<file path="src/rtl/dram_arb_pkg.sv">
// Shared types and limits for the DRAM port arbiter: lock FSM states and
// channel-id width helper.
package dram_arb_pkg;

    localparam int MIN_CH     = 2;
    localparam int MAX_CH     = 8;
    localparam int MIN_RD_LAT = 1;
    localparam int MAX_RD_LAT = 3;

    typedef enum logic {
        ARB_IDLE   = 1'b0,
        ARB_LOCKED = 1'b1
    } arb_state_t;

    // A channel id needs at least one bit even for the smallest configuration.
    function automatic int ch_id_w(input int n);
        return (n <= MIN_CH) ? 1 : $clog2(n);
    endfunction

endpackage

</file>
<file path="src/rtl/rr_arbiter.sv">
// One-hot round-robin picker: grants the first masked requester strictly
// above the pointer, wrapping to the lowest requester otherwise.
module rr_arbiter #(
    parameter int N = 2,
    parameter int W = 1
) (
    input  logic [N-1:0] i_req,
    input  logic [N-1:0] i_mask,
    input  logic [W-1:0] i_ptr,
    output logic [N-1:0] o_gnt
);

    logic [N-1:0] w_req;
    logic [N-1:0] w_above;
    logic [N-1:0] w_hi;
    logic [N-1:0] w_sel;

    assign w_req = i_req & i_mask;

    generate
        for (genvar gi = 0; gi < N; gi++) begin : g_above
            assign w_above[gi] = (gi > int'(i_ptr));
        end
    endgenerate

    assign w_hi  = w_req & w_above;
    assign w_sel = (|w_hi) ? w_hi : w_req;
    // Isolate the lowest set bit of the selected half.
    assign o_gnt = w_sel & (-w_sel);

endmodule

</file>
<file path="src/rtl/dram_port_arbiter.sv">
// Round-robin sharing of one synchronous single-port DRAM among NUM_CH masters.
// Define DRAM_ARB_LOCK_EN to add the lock port and exclusive-ownership FSM.
module dram_port_arbiter
    import dram_arb_pkg::*;
#(
    parameter int NUM_CH     = 2,
    parameter int ADDR_W     = 16,
    parameter int DATA_W     = 8,
    parameter int RD_LATENCY = 1
) (
    input  logic                     clk,
    input  logic                     rst,
    input  logic [NUM_CH-1:0]        req,
    input  logic [NUM_CH-1:0]        we,
    input  logic [NUM_CH*ADDR_W-1:0] addr,
    input  logic [NUM_CH*DATA_W-1:0] wdata,
    output logic [NUM_CH-1:0]        gnt,
    output logic [NUM_CH-1:0]        rvalid,
    output logic [DATA_W-1:0]        rdata,
    output logic [ADDR_W-1:0]        mem_addr,
    output logic [DATA_W-1:0]        mem_wdata,
    output logic                     mem_wren,
    input  logic [DATA_W-1:0]        mem_q
`ifdef DRAM_ARB_LOCK_EN
    ,
    input  logic [NUM_CH-1:0]        lock
`endif
);

    localparam int CH_W = ch_id_w(NUM_CH);
    localparam int LAT  = (RD_LATENCY < MIN_RD_LAT) ? MIN_RD_LAT :
                          (RD_LATENCY > MAX_RD_LAT) ? MAX_RD_LAT : RD_LATENCY;

    logic [NUM_CH-1:0] w_mask;
    logic [NUM_CH-1:0] w_gnt_raw;
    logic [NUM_CH-1:0] w_gnt;
    logic [CH_W-1:0]   r_ptr;
    logic [CH_W-1:0]   w_win_id;
    logic [ADDR_W-1:0] w_addr;
    logic [DATA_W-1:0] w_wdata;
    logic              w_wren;
    logic [LAT-1:0]    r_pv;
    logic [CH_W-1:0]   r_pid [LAT];

    rr_arbiter #(
        .N (NUM_CH),
        .W (CH_W)
    ) u_rr (
        .i_req  (req),
        .i_mask (w_mask),
        .i_ptr  (r_ptr),
        .o_gnt  (w_gnt_raw)
    );

    assign w_gnt = rst ? '0 : w_gnt_raw;

`ifdef DRAM_ARB_LOCK_EN
    arb_state_t      r_state;
    arb_state_t      w_state_next;
    logic [CH_W-1:0] r_lock_ch;
    logic [CH_W-1:0] w_lock_ch_next;

    // Mask depends only on registered state, so no loop through the grant.
    assign w_mask = (r_state == ARB_LOCKED) ?
                    ({{(NUM_CH-1){1'b0}}, 1'b1} << r_lock_ch) : '1;

    always_ff @(posedge clk) begin
        if (rst) begin
            r_state   <= ARB_IDLE;
            r_lock_ch <= '0;
        end else begin
            r_state   <= w_state_next;
            r_lock_ch <= w_lock_ch_next;
        end
    end

    always_comb begin
        w_state_next   = r_state;
        w_lock_ch_next = r_lock_ch;
        case (r_state)
            ARB_IDLE: begin
                if ((|w_gnt) && lock[w_win_id]) begin
                    w_state_next   = ARB_LOCKED;
                    w_lock_ch_next = w_win_id;
                end
            end
            ARB_LOCKED: begin
                if (!lock[r_lock_ch])
                    w_state_next = ARB_IDLE;
            end
            default: w_state_next = ARB_IDLE;
        endcase
    end
`else
    assign w_mask = '1;
`endif

    always_comb begin
        w_win_id = '0;
        w_addr   = '0;
        w_wdata  = '0;
        w_wren   = 1'b0;
        for (int i = 0; i < NUM_CH; i++) begin
            if (w_gnt[i]) begin
                w_win_id = CH_W'(i);
                w_addr   = addr[i*ADDR_W +: ADDR_W];
                w_wdata  = wdata[i*DATA_W +: DATA_W];
                w_wren   = we[i];
            end
        end
    end

    always_ff @(posedge clk) begin
        if (rst)
            r_ptr <= CH_W'(NUM_CH - 1);
        else if (|w_gnt)
            r_ptr <= w_win_id;
    end

    // Read-id pipeline tracks the RAM latency; writes push an empty slot.
    always_ff @(posedge clk) begin
        if (rst) begin
            r_pv <= '0;
        end else begin
            r_pv[0] <= (|w_gnt) & ~w_wren;
            for (int s = 1; s < LAT; s++)
                r_pv[s] <= r_pv[s-1];
        end
        r_pid[0] <= w_win_id;
        for (int s = 1; s < LAT; s++)
            r_pid[s] <= r_pid[s-1];
    end

    always_comb begin
        rvalid = '0;
        rdata  = '0;
        if (!rst && r_pv[LAT-1]) begin
            rvalid[r_pid[LAT-1]] = 1'b1;
            rdata                = mem_q;
        end
    end

    assign gnt       = w_gnt;
    assign mem_addr  = w_addr;
    assign mem_wdata = w_wdata;
    assign mem_wren  = w_wren;

endmodule

</file>
<file path="config.mk">
export PLATFORM = sky130hd
export DESIGN_NAME = dram_port_arbiter
export DESIGN_NICKNAME = d
export VERILOG_FILES = /design/src/rtl/dram_arb_pkg.sv /design/src/rtl/rr_arbiter.sv /design/src/rtl/dram_port_arbiter.sv
export SDC_FILE = /design/constraint.sdc
export NUM_CORES = 1
export LEC_CHECK = 0
export ABC_AREA = 1
export BUFFER_PORTS_ARGS = -buffer_cell sky130_fd_sc_hd__buf_2
export CAP_MARGIN = 20
export CORE_MARGIN = 4
export CORE_UTILIZATION = 26
export DETAILED_ROUTE_END_ITERATION = 8
export PLACE_DENSITY = 0.8
export SLEW_MARGIN = 20
export SYNTH_ARGS = -nofsm -noshare
export SYNTH_HDL_FRONTEND = slang
export SYNTH_SLANG_ARGS = --single-unit
</file>
<file path="constraint.sdc">
create_clock -name clk -period 1.6 [get_ports clk]
set_clock_uncertainty 0.15 [all_clocks]
set_input_delay 0.32 -clock clk [delete_from_list [all_inputs] [get_ports clk]]
set_output_delay 0.32 -clock clk [all_outputs]
set_load 0.005 [all_outputs]
</file>
==> results.cfg, run 1 <==
[worst_setup_path]
crit_path_start_kind = register
required_ns = 1.13
cp-end-kind = output port
cp.arrival_ns = 1.20
crit_fanout = 11
crit_type = reg -> out

[pwr]
intPower_mw = 0.3031
power-per-cell-area_mw_per_mm2 = 406.1
ir_worst_vdd_v = 0.0002238
clkPwrFrac_pct = 28.7
swShare_pct = 33.57
p_comb_share_pct = 52.7
p_seq_share_pct = 18.6
power_leakage_nw = 0.8219
total_switching_power_mw = 0.1532

[synth]
yosysTopAreaCell = nand2_1
synth.top_cells.by_area = nand2_1 (54%), dfxtp_1 (11%), nor2_1 (7.7%), inv_1 (7.0%), buf_4 (4.2%)
syn_inst = 115
ys_seq_area_share_pct = 11.14
yosys_warnings = 0
synthesis.nets = 177
yosysTopAreaCellShare_pct = 53.60
synth_area_per_cell_um2 = 4.689
ys_seq_elements = 3
synth_cell_types = 13
synth_area_um2 = 539.3

[worst_hold_path]
hold_class = in -> reg

[timing]
whs_ns = 0.2445
slew_headroom_pct = 88.04
fin_crit_ns = 1.669
rsz0062_at_grt = yes
tightest_slew_ns = 0.1788
max_freq_mhz = 599.1
slew_violations = 0
final-hold-violation-count = 0
finalSetupViolCount = 24
setup_tns_ns = -1.348
finalCritPeriodShare_pct = 104.3
fin_ws_ns = -0.06923

[placed_design]
portBuffers = 98
gp_congestion = 0.7203
hpwl_um = 1747

[clock_network]
path_clk_slew_ns = 0.04
clock_sinks = 3
cts_root_buffer = clkbuf_4
cts_setup_buffers = 0
htreeDepth = 1
worstSkewPairLatency_ns = 0.23
clockBufferDepth = 2
cts_buffers = 3
cts_hold_buffers = 0
cts_tree = done

[run_status]
violations = negative setup slack
status = finished with violations

[route]
wl_um = 2158
wl_per_cell_um = 8.808
avgViaCountPerCell = 4.012
drc = 0
drt_iter0_drc = 7
postRouteAntennaNets = 0
vias = 983
drt-pass1-iter-count = 4

[global_route]
overflow = 0
grt_pass1_vias = 761
grt_max_degree = 14
grtUsageTotal_pct = 13.48
grt_pass1_wl_um = 2939
grt_antenna_before_repair = 0

[cells_and_area]
fin_util_pct = 57.27
regArea_um2 = 61.31
fillers = 220
final_layout_size_suffix_gt1_share_pct = 54.59
antenna_cells = 0
multi_input_area_um2 = 395.4
nets = 281
syn_to_final_growth_pct = 108.4

[flow_run]
cap_viol_max_count = 0

[die]
fp-row-count = 16
initial_core_util_pct = 27.49
ios = 99
die-area_mm2 = 0.002867
die_width_um = 53.54
die_h_um = 53.54
fp.coreArea_mm2 = 0.001962
==> power groups by stage <==
stage	sequential [mW]	combinational, mW	clock [mW]
2_1_floorplan	0.0857	0.0960	0
3_3_place_gp	0.0846	0.229	0
6_report	0.0848	0.241	0.131
4_1_cts	0.0845	0.242	0.139
5_1_grt	0.0856	0.272	0.140
3_5_place_dp	0.0849	0.231	0
==> worst max-delay path, stage by stage (launching register included) <==
cell and delay (ns):
dfxtp_2 0.32, buf_6 0.11, a21oi_4 0.16, buf_6 0.16, nand2_1 0.05, nand2_1 0.05
buf_2 0.10
==> per-layer routing <==
layer	global-route usage (%)	wire length, um	up-vias
met2	25.10	1067	48
met5	0	0	-
met3	0.5540	240	2
met1	15.12	831	391
met4	7.660	19	0
li1	-	-	542
==> layout by cell type (no fill, tap or decap) <==
| master | Yosys | layout |
|---|---|---|
| buf_6 | 2 | 4 |
| dfxtp_1 | 3 | 2 |
| nor2_1 | 11 | 11 |
| inv_2 | 1 | 1 |
| buf_4 | 3 | 1 |
| clkbuf_4 | 0 | 3 |
| clkinv_4 | 0 | 2 |
| nand2_2 | 1 | 6 |
| nand3_2 | 1 | 1 |
| buf_2 | 0 | 98 |
| a21oi_4 | 1 | 1 |
| nand2_1 | 77 | 72 |
| inv_1 | 10 | 10 |
| clkbuf_1 | 0 | 1 |
| dfxtp_2 | 0 | 1 |
| clkinv_2 | 2 | 1 |
| o211ai_1 | 1 | 1 |
| nand4_1 | 2 | 2 |
==> synth_stat cells <==
| library cell | number |
|---|---|
| nand3_2 | 1 |
| buf_4 | 3 |
| o211ai_1 | 1 |
| nand2_1 | 77 |
| inv_1 | 10 |
| inv_2 | 1 |
| a21oi_4 | 1 |
| nand4_1 | 2 |
| nand2_2 | 1 |
| buf_6 | 2 |
| clkinv_2 | 2 |
| nor2_1 | 11 |
| dfxtp_1 | 3 |
==> per-stage QoR <==
stage	instance area, um2	power, mW	cells	setup slack (ns)
2_1_floorplan	539.3	0.1817	115	0.1916
5_1_grt	1124	0.4980	245	-0.1793
6_report	1124	0.4563	245	-0.06923
3_3_place_gp	1056	0.3135	240	-0.03126
3_5_place_dp	1056	0.3161	240	-0.04027
4_1_cts	1116	0.4657	245	-0.1001
==> sequential cells by signal, summed over array words and instances, names as in the netlist <==
signal  flops
r_pid       1
r_ptr       1
r_pv        1
==> timing repair <==
action,4_1_cts,5_1_grt
setup endpoints to repair,26,30
gates resized for setup,9,3
gates cloned,1,0
==> logic make-up after synthesis <==
family	after synthesis	share of synthesized area [%]
AND/OR/NAND/NOR	92	66.59
buffers and inverters	18	17.86
flip-flops	3	11.14
AO/OA/AOI/OAI	2	4.410
==> final timing paths <==
kind                            cells after the start  slack [ns]                  to               start
worst max-delay path                                6       -0.07        mem_wdata[1]  r_ptr$_SDFFE_PP1P_
worst min-delay path                                3        0.24  r_ptr$_SDFFE_PP1P_              req[1]
worst max register to register                      6        0.57     r_pv$_SDFF_PP0_  r_ptr$_SDFFE_PP1P_
worst min register to register                      2        0.35  r_ptr$_SDFFE_PP1P_  r_ptr$_SDFFE_PP1P_
==> final cells by class <==
| class | count | share of cell area, % |
|---|---|---|
| multi-input combinational | 94 | 35.19 |
| timing repair inverter | 1 | 0.7795 |
| tap | 27 | 3.007 |
| inverter | 13 | 4.900 |
| clock buffer | 4 | 2.339 |
| sequential | 3 | 5.457 |
| timing repair buffer | 103 | 48.33 |
No activity file was read; power rests on OpenSTA's default activity.
==> inputs of run 2 (changes only) <==
--- a/config.mk
+++ b/config.mk
@@ -5,13 +5,12 @@
 export SDC_FILE = /design/constraint.sdc
 export NUM_CORES = 1
 export LEC_CHECK = 0
-export ABC_AREA = 1
 export BUFFER_PORTS_ARGS = -buffer_cell sky130_fd_sc_hd__buf_2
 export CAP_MARGIN = 20
 export CORE_MARGIN = 4
-export CORE_UTILIZATION = 26
+export CORE_UTILIZATION = 28
 export DETAILED_ROUTE_END_ITERATION = 8
-export PLACE_DENSITY = 0.8
+export PLACE_DENSITY = 0.79
 export SLEW_MARGIN = 20
 export SYNTH_ARGS = -nofsm -noshare
 export SYNTH_HDL_FRONTEND = slang
==> run 2 against run 1 <==
Compared with the run above:
- the run still ends with negative setup slack left
- non-clock buffer count grew 2
- sequential share of layout area shrank 0.41 points
- utilization grew 2.2 points
- critical path type unchanged
- highest routed layer unchanged
==> results.cfg, run 2 <==
[run_status]
status = finished with violations
violations = negative setup slack

[cells_and_area]
final_common_cell = buf_2
regArea_um2 = 61.31
nets = 247
syn_to_final_growth_pct = 92.28
fillers = 194
final_cells = 211
mostFrequentLayoutCells = buf_2 (98), nor2_1 (27), a32oi_1 (20)
top_regs = r_pid (1), r_ptr (1), r_pv (1)
final_layout_size_suffix_gt1_share_pct = 63.04
multi_input_area_um2 = 495.5
antenna_cells = 0

[worst_setup_path]
required_ns = 1.13
cp-end-kind = output port
cp.arrival_ns = 1.30
crit_type = reg -> out
worst_r2r_path_depth = 4
crit_path_start_kind = register
crit_fanout = 13

[timing]
tightest_slew_ns = 0.2963
rsz0062_at_grt = yes
final-hold-violation-count = 0
fin_ws_ns = -0.1684
slew_violations = 0
fin_crit_ns = 1.768
max_freq_mhz = 565.5
slew_headroom_pct = 80.25
finalSetupViolCount = 27
finalCritPeriodShare_pct = 110.5

[route]
wl_per_cell_um = 14.10
drc = 0
drt_iter0_drc = 14
vias = 1098
postRouteAntennaNets = 0
drt-pass1-iter-count = 4
wl_um = 2975
avgViaCountPerCell = 5.204

[die]
initial_core_util_pct = 30.94
die_h_um = 55.51
ios = 99
die-area_mm2 = 0.003081
fp.coreArea_mm2 = 0.002042
die_width_um = 55.51
fp-row-count = 16

[synth]
synth.top_cells.by_area = a32oi_1 (35%), nor2_1 (16%), dfxtp_1 (9.5%), and2_1 (8.9%), buf_6 (7.1%)
ys_seq_area_share_pct = 9.505
synth_area_per_cell_um2 = 7.263
synth-async-reset-ratio_pct = 0
synth_edf_count = 0
ys_top_cells_by_count = nor2_1 (27), a32oi_1 (25), and2_1 (9), buf_6 (4)
synthesis.nets = 149
synth_area_um2 = 631.9
yosysTopAreaCell = a32oi_1
yosysMostFrequentCell = nor2_1
ys.flop_type = dfxtp_1
syn_inst = 87
yosys_warnings = 0
ys_seq_elements = 3
yosysTopAreaCellShare_pct = 34.65
synth_cell_types = 15

[placed_design]
gp_congestion = 0.8624
dp.cells = 206
portBuffers = 98
hpwl_um = 2299

[pwr]
power_mw = 0.5094
power_leakage_nw = 0.6853
ir_worst_vdd_v = 0.0002757
power-per-cell-area_mw_per_mm2 = 419.3

[global_route]
grt_pass1_wl_um = 4498
grt_antenna_before_repair = 0
overflow = 0
grt_max_degree = 31
grtUsageTotal_pct = 17.09
grt_pass1_vias = 1065

[clock_network]
path_clk_slew_ns = 0.04
clockBufferDepth = 2
cts_buffers = 3
cts_setup_buffers = 0
clock_sinks = 3
cts_tree = done
htreeDepth = 1
cts_root_buffer = clkbuf_4
worstSkewPairLatency_ns = 0.23
cts_hold_buffers = 0

[worst_hold_path]
min_path_cells = 2
hold_class = in -> reg

[flow_run]
cap_viol_max_count = 0
## run 2: changes by cell type after synthesis, moves of 2 or more
| cell | delta |
|---|---|
| nand4_1 | -2 |
| nand2b_1 | +2 |
| clkinv_2 | -2 |
| nor2b_1 | +3 |
| a32oi_1 | +25 |
| inv_1 | -10 |
| buf_4 | -2 |
| clkbuf_8 | +2 |
| and2_1 | +9 |
| nand2_1 | -74 |
| nor2_1 | +16 |
| buf_6 | +2 |
| buf_8 | +2 |
| clkbuf_1 | +3 |
## run 2: worst max-delay path, stage by stage, from the launching register on
cell,delay [ns]
dfxtp_2,0.34
nand2b_4,0.17
clkbuf_16,0.17
a32oi_1,0.20
nor2_1,0.06
buf_2,0.13
## run 2: final timing paths
path | endpoint | start | slack (ns)
hold / removal | r_pv$_SDFF_PP0_ | we[0] | 0.15
setup / recovery | mem_addr[7] | r_ptr$_SDFFE_PP1P_ | -0.17
setup reg to reg | r_pv$_SDFF_PP0_ | r_ptr$_SDFFE_PP1P_ | 0.40
hold reg to reg | r_ptr$_SDFFE_PP1P_ | r_ptr$_SDFFE_PP1P_ | 0.41
## run 2: logic make-up after synthesis
kind of cell,count (synthesis),share of synthesized area [%]
buffers and inverters,12,19.21
DFF,3,9.505
and+or+nand+nor,44,31.68
AOI/OAI and AO/OA,28,39.60
## run 2: metrics by stage
stage	setup WS [ns]	hold WS (ns)	setup TNS (ns)	utilization, %	area (um2)
4_1_cts	-0.1610	0.1460	-3.696	56.43	1152
3_3_place_gp	0.02871	0.3811	0	54.72	1117
6_report	-0.1684	0.1537	-3.939	59.50	1215
3_5_place_dp	0.004420	0.3935	0	54.72	1117
5_1_grt	-0.2064	0.1812	-5.215	59.50	1215
2_1_floorplan	0.02653	0.2703	0	-	631.9
## run 2: metal layers
metal	vias up	GRT usage [%]	routed length [um]
met3	4	6.061	339
met1	496	16.57	1051
met5	-	0	0
li1	523	-	-
met4	0	8.333	41
met2	75	31.59	1542
## run 2: repair_timing
item | 4_1_cts | 5_1_grt
gates resized for setup | 2 | 5
pin swaps | 6 | 8
gates cloned | 0 | 1
endpoints found under the setup margin | 27 | 27
endpoints found under the hold margin | 0 | 0
## run 2: report_power, final
| part | leakage, nW | switching [mW] | internal, mW |
|---|---|---|---|
| clock | 0.0150 | 0.0399 | 0.0935 |
| sequential | 0.0246 | 0.00346 | 0.0805 |
| combinational | 0.646 | 0.132 | 0.160 |
## run 2: layout make-up
type                       count  area share [%]
multi-input combinational     72           40.78
tap                           27           2.781
sequential                     3           5.046
clock buffer                   4           2.163
timing repair buffer         105           49.23
==> inputs of run 3 (changes only) <==
==> constraint.sdc (replaced) <==
create_clock -name clk -period 1.6 [get_ports clk]
set_clock_uncertainty 0.15 [all_clocks]
set_input_delay 0.16 -clock clk [delete_from_list [all_inputs] [get_ports clk]]
set_output_delay 0.16 -clock clk [all_outputs]
set_load 0.005 [all_outputs]
==> run 3 against run 2 <==
Compared with the run above:
- sequential cell count unchanged
- maximum frequency grew 10%
- global-route usage grew 0.68 points
- clock power up 5%
- utilization down 2.9 points
- the flow still finishes with violations (negative setup slack)
- highest routed layer unchanged
- wire length down 2.6%
- final cell count down 0.47%
==> results.cfg, run 3 (same netlist as run 2, synthesis figures left out) <==
[worst_setup_path]
crit_type = reg -> out
slowest_delay_ns = 0.33
crit_chain = nand2b_4 -> buf_12 -> a32oi_2 -> nor2_1 -> buf_2
critPathSlowestCell = dfxtp_2
required_ns = 1.29
crit_fanout = 25
crit_path_start_kind = register
cp.arrival_ns = 1.30
cp-end-kind = output port

[die]
initial_core_util_pct = 30.94
die_h_um = 55.51
fp.coreArea_mm2 = 0.002042
die-area_mm2 = 0.003081
die_width_um = 55.51
fp-row-count = 16
ios = 99

[global_route]
grt_antenna_before_repair = 0
overflow = 0
grt_pass1_wl_um = 4512
grt_max_degree = 31
grt_pass1_vias = 1031
grtUsageTotal_pct = 17.77

[route]
drt-pass1-iter-count = 4
postRouteAntennaNets = 0
wl_per_cell_um = 13.80
drt_iter0_drc = 40
wl_um = 2899
vias = 1077
avgViaCountPerCell = 5.129
drc = 0

[cells_and_area]
syn_to_final_growth_pct = 82.77
mostFrequentLayoutCells = buf_2 (98), nor2_1 (27), a32oi_1 (22)
fillers = 202
nets = 246
antenna_cells = 0
top_regs = r_pid (1), r_ptr (1), r_pv (1)
final_layout_size_suffix_gt1_share_pct = 61.75
final_common_cell = buf_2

[run_status]
violations = negative setup slack
status = finished with violations

[timing]
slew_headroom_pct = 80.84
tightest_slew_ns = 0.2875
rsz0062_at_grt = yes
max_freq_mhz = 621.8
final-hold-violation-count = 0
fin_ws_ns = -0.008266
finalCritPeriodShare_pct = 100.5
finalSetupViolCount = 2
fin_crit_ns = 1.608
slew_violations = 0

[clock_network]
path_clk_slew_ns = 0.04
htreeDepth = 1
worstSkewPairLatency_ns = 0.24
cts_tree = done
cts_buffers = 3
clockBufferDepth = 2
clock_sinks = 3
cts_root_buffer = clkbuf_4

[placed_design]
portBuffers = 98
dp_slack_ns = 0.1619
gp_congestion = 0.8197
hpwl_um = 2217

[worst_hold_path]
hold_class = in -> reg

[pwr]
ir_worst_vdd_v = 0.0003555
power_leakage_nw = 0.6604
power_mw = 0.4940
power-per-cell-area_mw_per_mm2 = 427.8

[flow_run]
cap_viol_max_count = 0
==> run 3: per-stage QoR <==
stage	cell area, um2	instances	setup TNS, ns	utilization [%]	hold slack, ns
after floorplan	631.9	87	0	-	0.1103
after global placement	1085	205	0	53.13	0.2227
after detailed placement	1085	205	0	53.13	0.2252
after CTS	1145	210	-0.01335	56.07	0.04060
after global routing	1155	210	-1.166	56.56	0.06679
final	1155	210	-0.01445	56.56	0.05171
==> run 3: area by class of cell <==
class                      instances  area [um2]  area share (%)
timing repair buffer             104       550.5           47.67
multi-input combinational         72       483.0           41.82
sequential                         3       61.31           5.309
tap                               27       33.78           2.925
clock buffer                       4       26.28           2.275
==> run 3: path summary, 6_finish.rpt <==
| check | from | to | slack, ns | depth (start not counted) |
|---|---|---|---|---|
| setup / recovery | r_ptr$_SDFFE_PP1P_ | mem_addr[0] | -0.008 | 5 |
| hold / removal | we[1] | r_pv$_SDFF_PP0_ | 0.05 | 4 |
| setup reg to reg | r_ptr$_SDFFE_PP1P_ | r_pv$_SDFF_PP0_ | 0.43 | 4 |
| hold reg to reg | r_ptr$_SDFFE_PP1P_ | r_ptr$_SDFFE_PP1P_ | 0.39 | 3 |
==> run 3: routing by layer <==
layer  global-route usage [%]  vias to the layer above  share of wire, %
li1                         -                      522                 -
met1                    15.49                      477                36
met2                    34.12                       73                52
met3                    7.692                        5                11
met4                    8.333                        0               1.2
met5                        0                        -                 0
==> run 3: worst max-delay path, delay by kind of cell (launching register included) <==
kind            cells  cell delay (ns)
compound gates      1             0.20
simple gates        2             0.22
flops               1             0.33
buf+inv             2             0.30
==> run 3: power breakdown <==
group          switching, mW  internal (mW)
logic                  0.125          0.145
clock network         0.0464         0.0939
registers            0.00336         0.0805
==> run 3: timing repair <==
item	in CTS	in global routing
hold endpoints to repair	1	0
setup buffers	0	0
gates resized for setup	4	2
hold buffers	1	0
pin swaps	1	6
endpoints found under the setup margin	25	35
